<file path="src/rtl/sat_counter.sv">
// Saturating up-counter with synchronous active-low reset.
module sat_counter #(
  parameter int unsigned W = 16
) (
  input  logic         clk,
  input  logic         rst_n,
  input  logic         inc,
  output logic [W-1:0] cnt
);

  localparam logic [W-1:0] OneW = W'(1);

  logic [W-1:0] cnt_q;

  always_ff @(posedge clk) begin
    if (!rst_n) begin
      cnt_q <= '0;
    end else if (inc && (cnt_q != '1)) begin
      cnt_q <= cnt_q + OneW;
    end
  end

  assign cnt = cnt_q;

endmodule

</file>
<file path="config.mk">
export PLATFORM = sky130hd
export DESIGN_NAME = sat_counter
export DESIGN_NICKNAME = d
export VERILOG_FILES = /design/src/rtl/sat_counter.sv
export SDC_FILE = /design/constraint.sdc
export NUM_CORES = 1
export LEC_CHECK = 0
export ABC_AREA = 0
export BUFFER_PORTS_ARGS = -buffer_cell sky130_fd_sc_hd__buf_2
export CORE_MARGIN = 8
export CORE_UTILIZATION = 55
export DETAILED_ROUTE_END_ITERATION = 8
export PLACE_DENSITY = 0.8
export SYNTH_ARGS = -nofsm -noshare
export SYNTH_HDL_FRONTEND = slang
export SYNTH_SLANG_ARGS = --single-unit
</file>
<file path="constraint.sdc">
create_clock -name clk -period 4.61 [get_ports clk]
set_clock_uncertainty 0.05 [all_clocks]
set_input_delay 0.2305 -clock clk [delete_from_list [all_inputs] [get_ports clk]]
set_output_delay 0.2305 -clock clk [all_outputs]
set_load 0.02 [all_outputs]
</file>
==> Implementation_results.wiki, run 1 <==
{| class="wikitable"
! Metric !! Value
|-
| Effective utilization at floorplan || 0.569
|-
| Combined area of all synthesized cells || 837 um^2
|-
| Crit-path cells || ha_1, nand3_1, nor4_2, nor4bb_1, mux2i_1
|-
| Share of the cycle needed by the critical path after routing || 0.483
|-
| Total wire length || 1830 um
|-
| Insertion delay of the later-clocked pin in the worst-skew pair || approximately 280 ps
|-
| Portion of netlist area occupied by mux cells || 0.0359
|-
| Footprint of the multi-input gates || between 400 and 500 um^2
|-
| HPWL reported at the end of detailed placement || 1380 um
|-
| Post-placement cell count || 129
|-
| Diode count || 0
|-
| Final Critical Period || 2230 ps
|-
| Worst hold-check path type || input pin to flip-flop
|-
| First-pass GRT wire length || roughly 3000 um
|-
| Area of the die || ~0.003 mm^2
|-
| Average wire per standard cell || 13.8 um
|-
| Ys flop type || dfxtp_1
|-
| Storage element area || 320 um^2
|-
| Syn_nets || 101
|-
| Number of buffers added for setup after CTS || 0
|-
| Post-cts repair resize count || 0
|-
| Ports placed on the boundary || 19
|-
| Row cnt || 14
|-
| Critical Path RT || 4720 ps
|-
| Pin count of the biggest net entering global routing || 18
|-
| Family with the most delay on the worst path || simple AND/OR/NAND/NOR gates
|-
| Worst supply voltage drop on vdd || roughly 0.00020 V
|-
| Slew Viols, Final || 0
|-
| Synthesized flop and latch total || 16
|-
| Share of synthesized cell area in full adder, half adder and majority cells || 0.0149
|-
| Distinct cells, synth || 31
|-
| Via count || approximately 800
|-
| Width of the die || 55.0 um
|-
| XOR/XNOR share of the synthesized area || 0.0209
|-
| Total number of clock tree sinks || 16
|-
| Overflow left after global routing || 0
|-
| Critical Path Fanout Max || 17
|-
| Number of enable-type register cells in the synthesized netlist || 0
|-
| Mean Syn Cell Area || 8.63 um^2
|-
| Share of the synthesized area in the top cell type || 0.383
|-
| Fin. Hold Viols || 0
|-
| CTS max path bufs || 2
|-
| Number of cells in the finished layout apart from fillers || about 130
|-
| Largest family of logic cells by synthesized area || simple AND/OR/NAND/NOR gates
|-
| Max Fclk || between 400 and 500 MHz
|-
| Proportion of layout cells with a drive suffix above 1 || 0.214
|-
| Data arrival at the endpoint of the critical path || 2340 ps
|-
| Vias per Instance || 6.05
|-
| Total negative slack || 0 ps
|-
| # DRC || 0
|-
| Critical path start-end classification || flip-flop to flip-flop
|-
| Library cell with the highest instance count after synthesis || dfxtp_1
|-
| Top cells by area in the synthesized netlist || dfxtp_1 38%, a21oi_1 5.4%, nand2_1 4.5%
|-
| Count of nets left with antenna violations after detail routing || 0
|-
| Port Buffer Count || 18
|-
| Synthesized-area fraction occupied by ao, oa, aoi and oai cells || 0.164
|-
| Number of standard cells after synthesis || just under 100
|-
| Number of H-tree levels || 1
|-
| Library cell used as clock root buffer || clkbuf_4
|-
| Post-synthesis to final-layout area growth || 16.1%
|-
| Kind of start point of the critical path || flip-flop
|-
| Area share of and/or/nand/nor cells after synthesis || 0.350
|-
| Status || complete, no violations
|-
| Power per standard cell area || 250 mW/mm^2
|-
| Biggest area consumer among synthesized cells || dfxtp_1
|-
| Antenna violations before repair || 0
|-
| Number of optimization iterations in the first detailed-route pass || 4
|-
| Number of endpoints failing setup at the final stage || 0
|-
| Number of nets in the final layout || 122
|-
| Count of yosys warnings during synthesis || 0
|-
| Top cell types by occurrence after synthesis || 16 x dfxtp_1, 10 x nand2_1, 9 x a21oi_1
|-
| Number of buffers and inverters on the critical path || 0
|-
| Setup repair after global routing missed its margin || false
|-
| Number of buffers inserted during clock tree synthesis || 3
|-
| Kind of capture point of the worst setup path || flip-flop
|-
| Tightest Pin Transition || 1190 ps
|-
| Via count of the first global-routing pass || 755
|-
| Clock slew at the register clock pins of the worst setup and hold paths || 90 ps
|-
| Largest stage delay, worst path || 910 ps
|-
| Total leakage power || 0.000373 uW
|-
| Rel. slew slack || 0.199
|-
| Max-Cap Viols || 0
|-
| Chip height || ~55 um
|-
| CTS hold repair buffers || 0
|-
| Slowest cell on the critical path || nor4_2
|-
| RePlAce Congestion || 0.757
|-
| Area of the core || roughly 0.0015 mm^2
|-
| Fillers || between 100 and 150
|-
| Initial DRC Count || 19
|-
| Seq/Total Area, Yosys || 0.383
|-
| Fraction of registers with async set or reset after synthesis || 0
|-
| Global Route Usage Sum || 0.132
|-
| Max reg flops || 16
|-
| Clock tree from TritonCTS || yes
|}
kinds of logic (layout without fill, tap and decap cells):
| logic type | count (synthesis) | count (layout) |
|---|---|---|
| buffers and inverters | 6 | 26 |
| DFF | 16 | 16 |
| adders and majority gates | 1 | 1 |
| AOI/OAI and AO/OA | 22 | 22 |
| muxes | 3 | 3 |
| and+or+nand+nor | 47 | 47 |
| xor gates and xnor gates | 2 | 2 |
per-stage QoR:
stage / cell area, um^2 / util / setup WS [ps] / power (uW) / hold WS (ps)
2_1_floorplan: 837 / - / 2870 / 151 / 314
3_3_place_gp: 936 / 0.636 / 2470 / 155 / 451
3_5_place_dp: 936 / 0.636 / 2420 / 155 / 464
4_1_cts: 972 / 0.661 / 2400 / 248 / 166
5_1_grt: 972 / 0.661 / 2180 / 253 / 176
6_report: 972 / 0.661 / 2380 / 243 / 178
power by group:
part	switching [uW]	internal [uW]	total, uW
Clock	43.2	48.0	91.2
Sequential	1.56	139	141
Combinational	7.39	3.46	10.9
Total	52.1	191	243
placed cells by master, fill, tap and decap left out, drive strengths merged, types with 5 or more instances in the layout:
cell | synthesis | layout
a21oi | 9 | 9
buf | 1 | 18
dfxtp | 16 | 16
nand2 | 10 | 10
nand3 | 6 | 6
nor2 | 5 | 5
o31ai | 5 | 5
or4 | 5 | 5
final timing paths:
| check | start | endpoint | slack (ps) | depth (start not counted) |
|---|---|---|---|---|
| min | rst_n | cnt[10]$_SDFFE_PN0P_ | 180 | 2 |
| max reg2reg | cnt[0]$_SDFFE_PN0P_ | cnt[11]$_SDFFE_PN0P_ | 2380 | 5 |
| max | cnt[0]$_SDFFE_PN0P_ | cnt[11]$_SDFFE_PN0P_ | 2380 | 5 |
| min reg2reg | cnt[9]$_SDFFE_PN0P_ | cnt[9]$_SDFFE_PN0P_ | 480 | 2 |
layer usage:
metal | vias up | wire length [um] | global-route usage | part of all wire
li1 | 415 | - | - | -
met1 | 369 | 848 | 0.151 | 0.46
met2 | 18 | 881 | 0.234 | 0.48
met3 | 2 | 90 | 0.0241 | 0.049
met4 | 0 | 10 | 0.0600 | 0.0055
met5 | - | 0 | 0 | 0
cell type report:
| cell class | count | share of cell area |
|---|---|---|
| inverter | 4 | 0.0154 |
| multi-input combinational | 75 | 0.505 |
| clock buffer | 4 | 0.0373 |
| sequential | 16 | 0.329 |
| tap | 16 | 0.0206 |
| timing repair buffer | 18 | 0.0927 |
(Power assumes the default switching activity.)
==> run 2, diff against run 1 <==
--- a/config.mk
+++ b/config.mk
@@ -7,10 +7,11 @@
 export LEC_CHECK = 0
 export ABC_AREA = 0
 export BUFFER_PORTS_ARGS = -buffer_cell sky130_fd_sc_hd__buf_2
+export CORE_ASPECT_RATIO = 0.8
 export CORE_MARGIN = 8
-export CORE_UTILIZATION = 55
+export CORE_UTILIZATION = 46
 export DETAILED_ROUTE_END_ITERATION = 8
-export PLACE_DENSITY = 0.8
+export PLACE_DENSITY = 0.71
 export SYNTH_ARGS = -nofsm -noshare
 export SYNTH_HDL_FRONTEND = slang
 export SYNTH_SLANG_ARGS = --single-unit
==> constraint.sdc (replaced) <==
create_clock -name clk -period 1.9 [get_ports clk]
set_clock_uncertainty 0.05 [all_clocks]
set_input_delay 0.095 -clock clk [delete_from_list [all_inputs] [get_ports clk]]
set_output_delay 0.095 -clock clk [all_outputs]
set_load 0.02 [all_outputs]
==> run 2 against run 1 <==
Via count up 3.9%. First-iteration DRC count shrank 5.3%. Sequential share of layout area fell by 1.0 points. Non-clock buffer count rose by 4. Flip-flop and latch count is the same. Register-to-register slack got worse by 2200 ps. Largest cell class unchanged. Die area is 14% higher. Clock power up 93%. Total power up 120%. Critical path type unchanged. Core utilization down 6.2 points. Hold slack got worse by 130 ps. Routed wire length up 4.3%.
==> Implementation_results.wiki, run 2 (synthesized netlist as in run 1, its figures left out) <==
{| class="wikitable"
! Metric !! Value
|-
| Status || complete, no violations
|-
| Vias per Instance || 5.88
|-
| Diode count || 0
|-
| Final Critical Period || 1710 ps
|-
| Worst hold-check path type || input pin to flip-flop
|-
| Via count || 835
|-
| Slew Viols, Final || 0
|-
| HPWL reported at the end of detailed placement || 1460 um
|-
| Rel. slew slack || 0.724
|-
| Kind of capture point of the worst setup path || flip-flop
|-
| Initial DRC Count || 18
|-
| Tightest Pin Transition || 409 ps
|-
| Critical R2R Capture || cnt[13]$_SDFFE_PN0P_
|-
| Number of nets in the final layout || 126
|-
| Kind of start point of the critical path || flip-flop
|-
| Ports placed on the boundary || 19
|-
| Worst supply voltage drop on vdd || about 0.00040 V
|-
| Worst Hold Path Cells || 2
|-
| Global Route Usage Sum || 0.123
|-
| Setup repair after global routing missed its margin || false
|-
| Total wire length || 1910 um
|-
| First-pass GRT wire length || ~3400 um
|-
| Min-delay src || rst_n
|-
| Width of the die || 63.7 um
|-
| Number of endpoints failing setup at the final stage || 0
|-
| Effective utilization at floorplan || 0.500
|-
| Proportion of layout cells with a drive suffix above 1 || 0.242
|-
| Leading cell types in the layout, fill and taps excluded || 18 x buf_2, 16 x dfxtp_1, 10 x nand2_1
|-
| Post-route core utilization || 0.599
|-
| Share of the cycle needed by the critical path after routing || 0.901
|-
| Pin count of the biggest net entering global routing || 14
|-
| Post-synthesis to final-layout area growth || 19.9%
|-
| Reg2Reg Launch Point || cnt[8]$_SDFFE_PN0P_
|-
| Port Buffer Count || 18
|-
| Number of H-tree levels || 1
|-
| Count of nets left with antenna violations after detail routing || 0
|-
| Row cnt || 13
|-
| Power per standard cell area || between 500 and 600 mW/mm^2
|-
| Max Fclk || between 500 and 600 MHz
|-
| Clock slew at the register clock pins of the worst setup and hold paths || roughly 90 ps
|-
| Number of cells on the worst reg-to-reg path || 4
|-
| Total negative slack || 0 ps
|-
| Overflow left after global routing || 0
|-
| Critical Path RT || just over 2000 ps
|-
| Data arrival at the endpoint of the critical path || 1880 ps
|-
| Area of the die || 0.00345 mm^2
|-
| Leading cell type in the layout, fill and taps excluded || buf_2
|-
| Number of buffers added for setup after CTS || 0
|-
| Total leakage power || between 0.0003 and 0.0004 uW
|-
| Clock tree from TritonCTS || yes
|-
| Area of the core || 0.00168 mm^2
|-
| RePlAce Congestion || 0.777
|-
| Total number of clock tree sinks || 16
|-
| Minimum setup slack after placement || ~210 ps
|-
| CTS max path bufs || 2
|-
| Overall Power || ~540 uW
|-
| Max reg flops || 16
|-
| # DRC || 0
|-
| Library cell used as clock root buffer || clkbuf_4
|-
| Critical path start-end classification || flip-flop to flip-flop
|-
| Average wire per standard cell || 13.4 um
|-
| Via count of the first global-routing pass || 768
|-
| Post-route worst setup slack || approximately 190 ps
|-
| Reg2reg setup slack || 190 ps
|-
| Max-Cap Viols || 0
|-
| Number of buffers inserted during clock tree synthesis || 3
|-
| Fin. Hold Viols || 0
|-
| Insertion delay of the later-clocked pin in the worst-skew pair || 290 ps
|-
| Number of optimization iterations in the first detailed-route pass || 4
|-
| Antenna violations before repair || 0
|-
| Chip height || 54.2 um
|-
| Worst-case hold path end point || cnt[10]$_SDFFE_PN0P_
|-
| Critical Path Fanout Max || 6
|}
-- run 2: cell count changes in the layout (fill, tap and decap cells not counted) --
cell | before | now
buf_4 | 0 | 4
clkbuf_8 | 1 | 0
o41ai_1 | 1 | 0
o41ai_2 | 0 | 1
-- run 2: critical path, cell delays in order (launching register included) --
cell and delay, ps:
dfxtp_1 410, nand2_1 180, or3_4 450, or4_1 400
a21oi_1 140
-- run 2: area by class of cell --
cell class                      instances  area (um^2)
Clock buffer                            3         22.5
Timing Repair Buffer                   22          120
Fill cell                             167          672
Tap cell                               22         27.5
Inverter                                4         15.0
Sequential cell                        16          320
Multi-Input combinational cell         75          498
-- run 2: worst max path at each step --
stage                     slack [ps]  cells after the start           startpoint              endpoint
after global placement           270                      6  cnt[0]$_SDFFE_PN0P_   cnt[9]$_SDFFE_PN0P_
after global routing              90                      6  cnt[0]$_SDFFE_PN0P_   cnt[7]$_SDFFE_PN0P_
final                            190                      4  cnt[8]$_SDFFE_PN0P_  cnt[13]$_SDFFE_PN0P_
after detailed placement         210                      6  cnt[0]$_SDFFE_PN0P_   cnt[9]$_SDFFE_PN0P_
after CTS                        190                      6  cnt[0]$_SDFFE_PN0P_   cnt[9]$_SDFFE_PN0P_
after floorplan                  160                      6  cnt[0]$_SDFFE_PN0P_  cnt[15]$_SDFFE_PN0P_
-- run 2: routing by layer --
metal / vias to the layer above / wire length, um / part of all wire / GRT usage
met3: 5 / 116 / 0.061 / 0.0538
met5: - / 0 / 0 / 0
met4: 0 / 34 / 0.018 / 0.0554
met2: 17 / 859 / 0.45 / 0.202
met1: 390 / 898 / 0.47 / 0.138
li1: 423 / - / - / -
-- run 2: stage by stage --
stage                     instances  instance area [um^2]  hold WS (ps)
after floorplan                  97                   837           178
after global routing            142                  1000          46.6
final                           142                  1000          45.7
after global placement          139                   973           338
after detailed placement        139                   973           349
after CTS                       142                   996          44.5
-- run 2: repair_timing --
action	CTS	global route
setup endpoints to repair	0	2
gates resized for setup	0	1
hold buffers	0	0
-- run 2: where the power goes --
| part | internal (uW) | switching (uW) | total, uW |
|---|---|---|---|
| Sequential | 338 | 4.01 | 342 |
| Clock | 73.7 | 102 | 176 |
| Combinational | 8.47 | 17.8 | 26.2 |
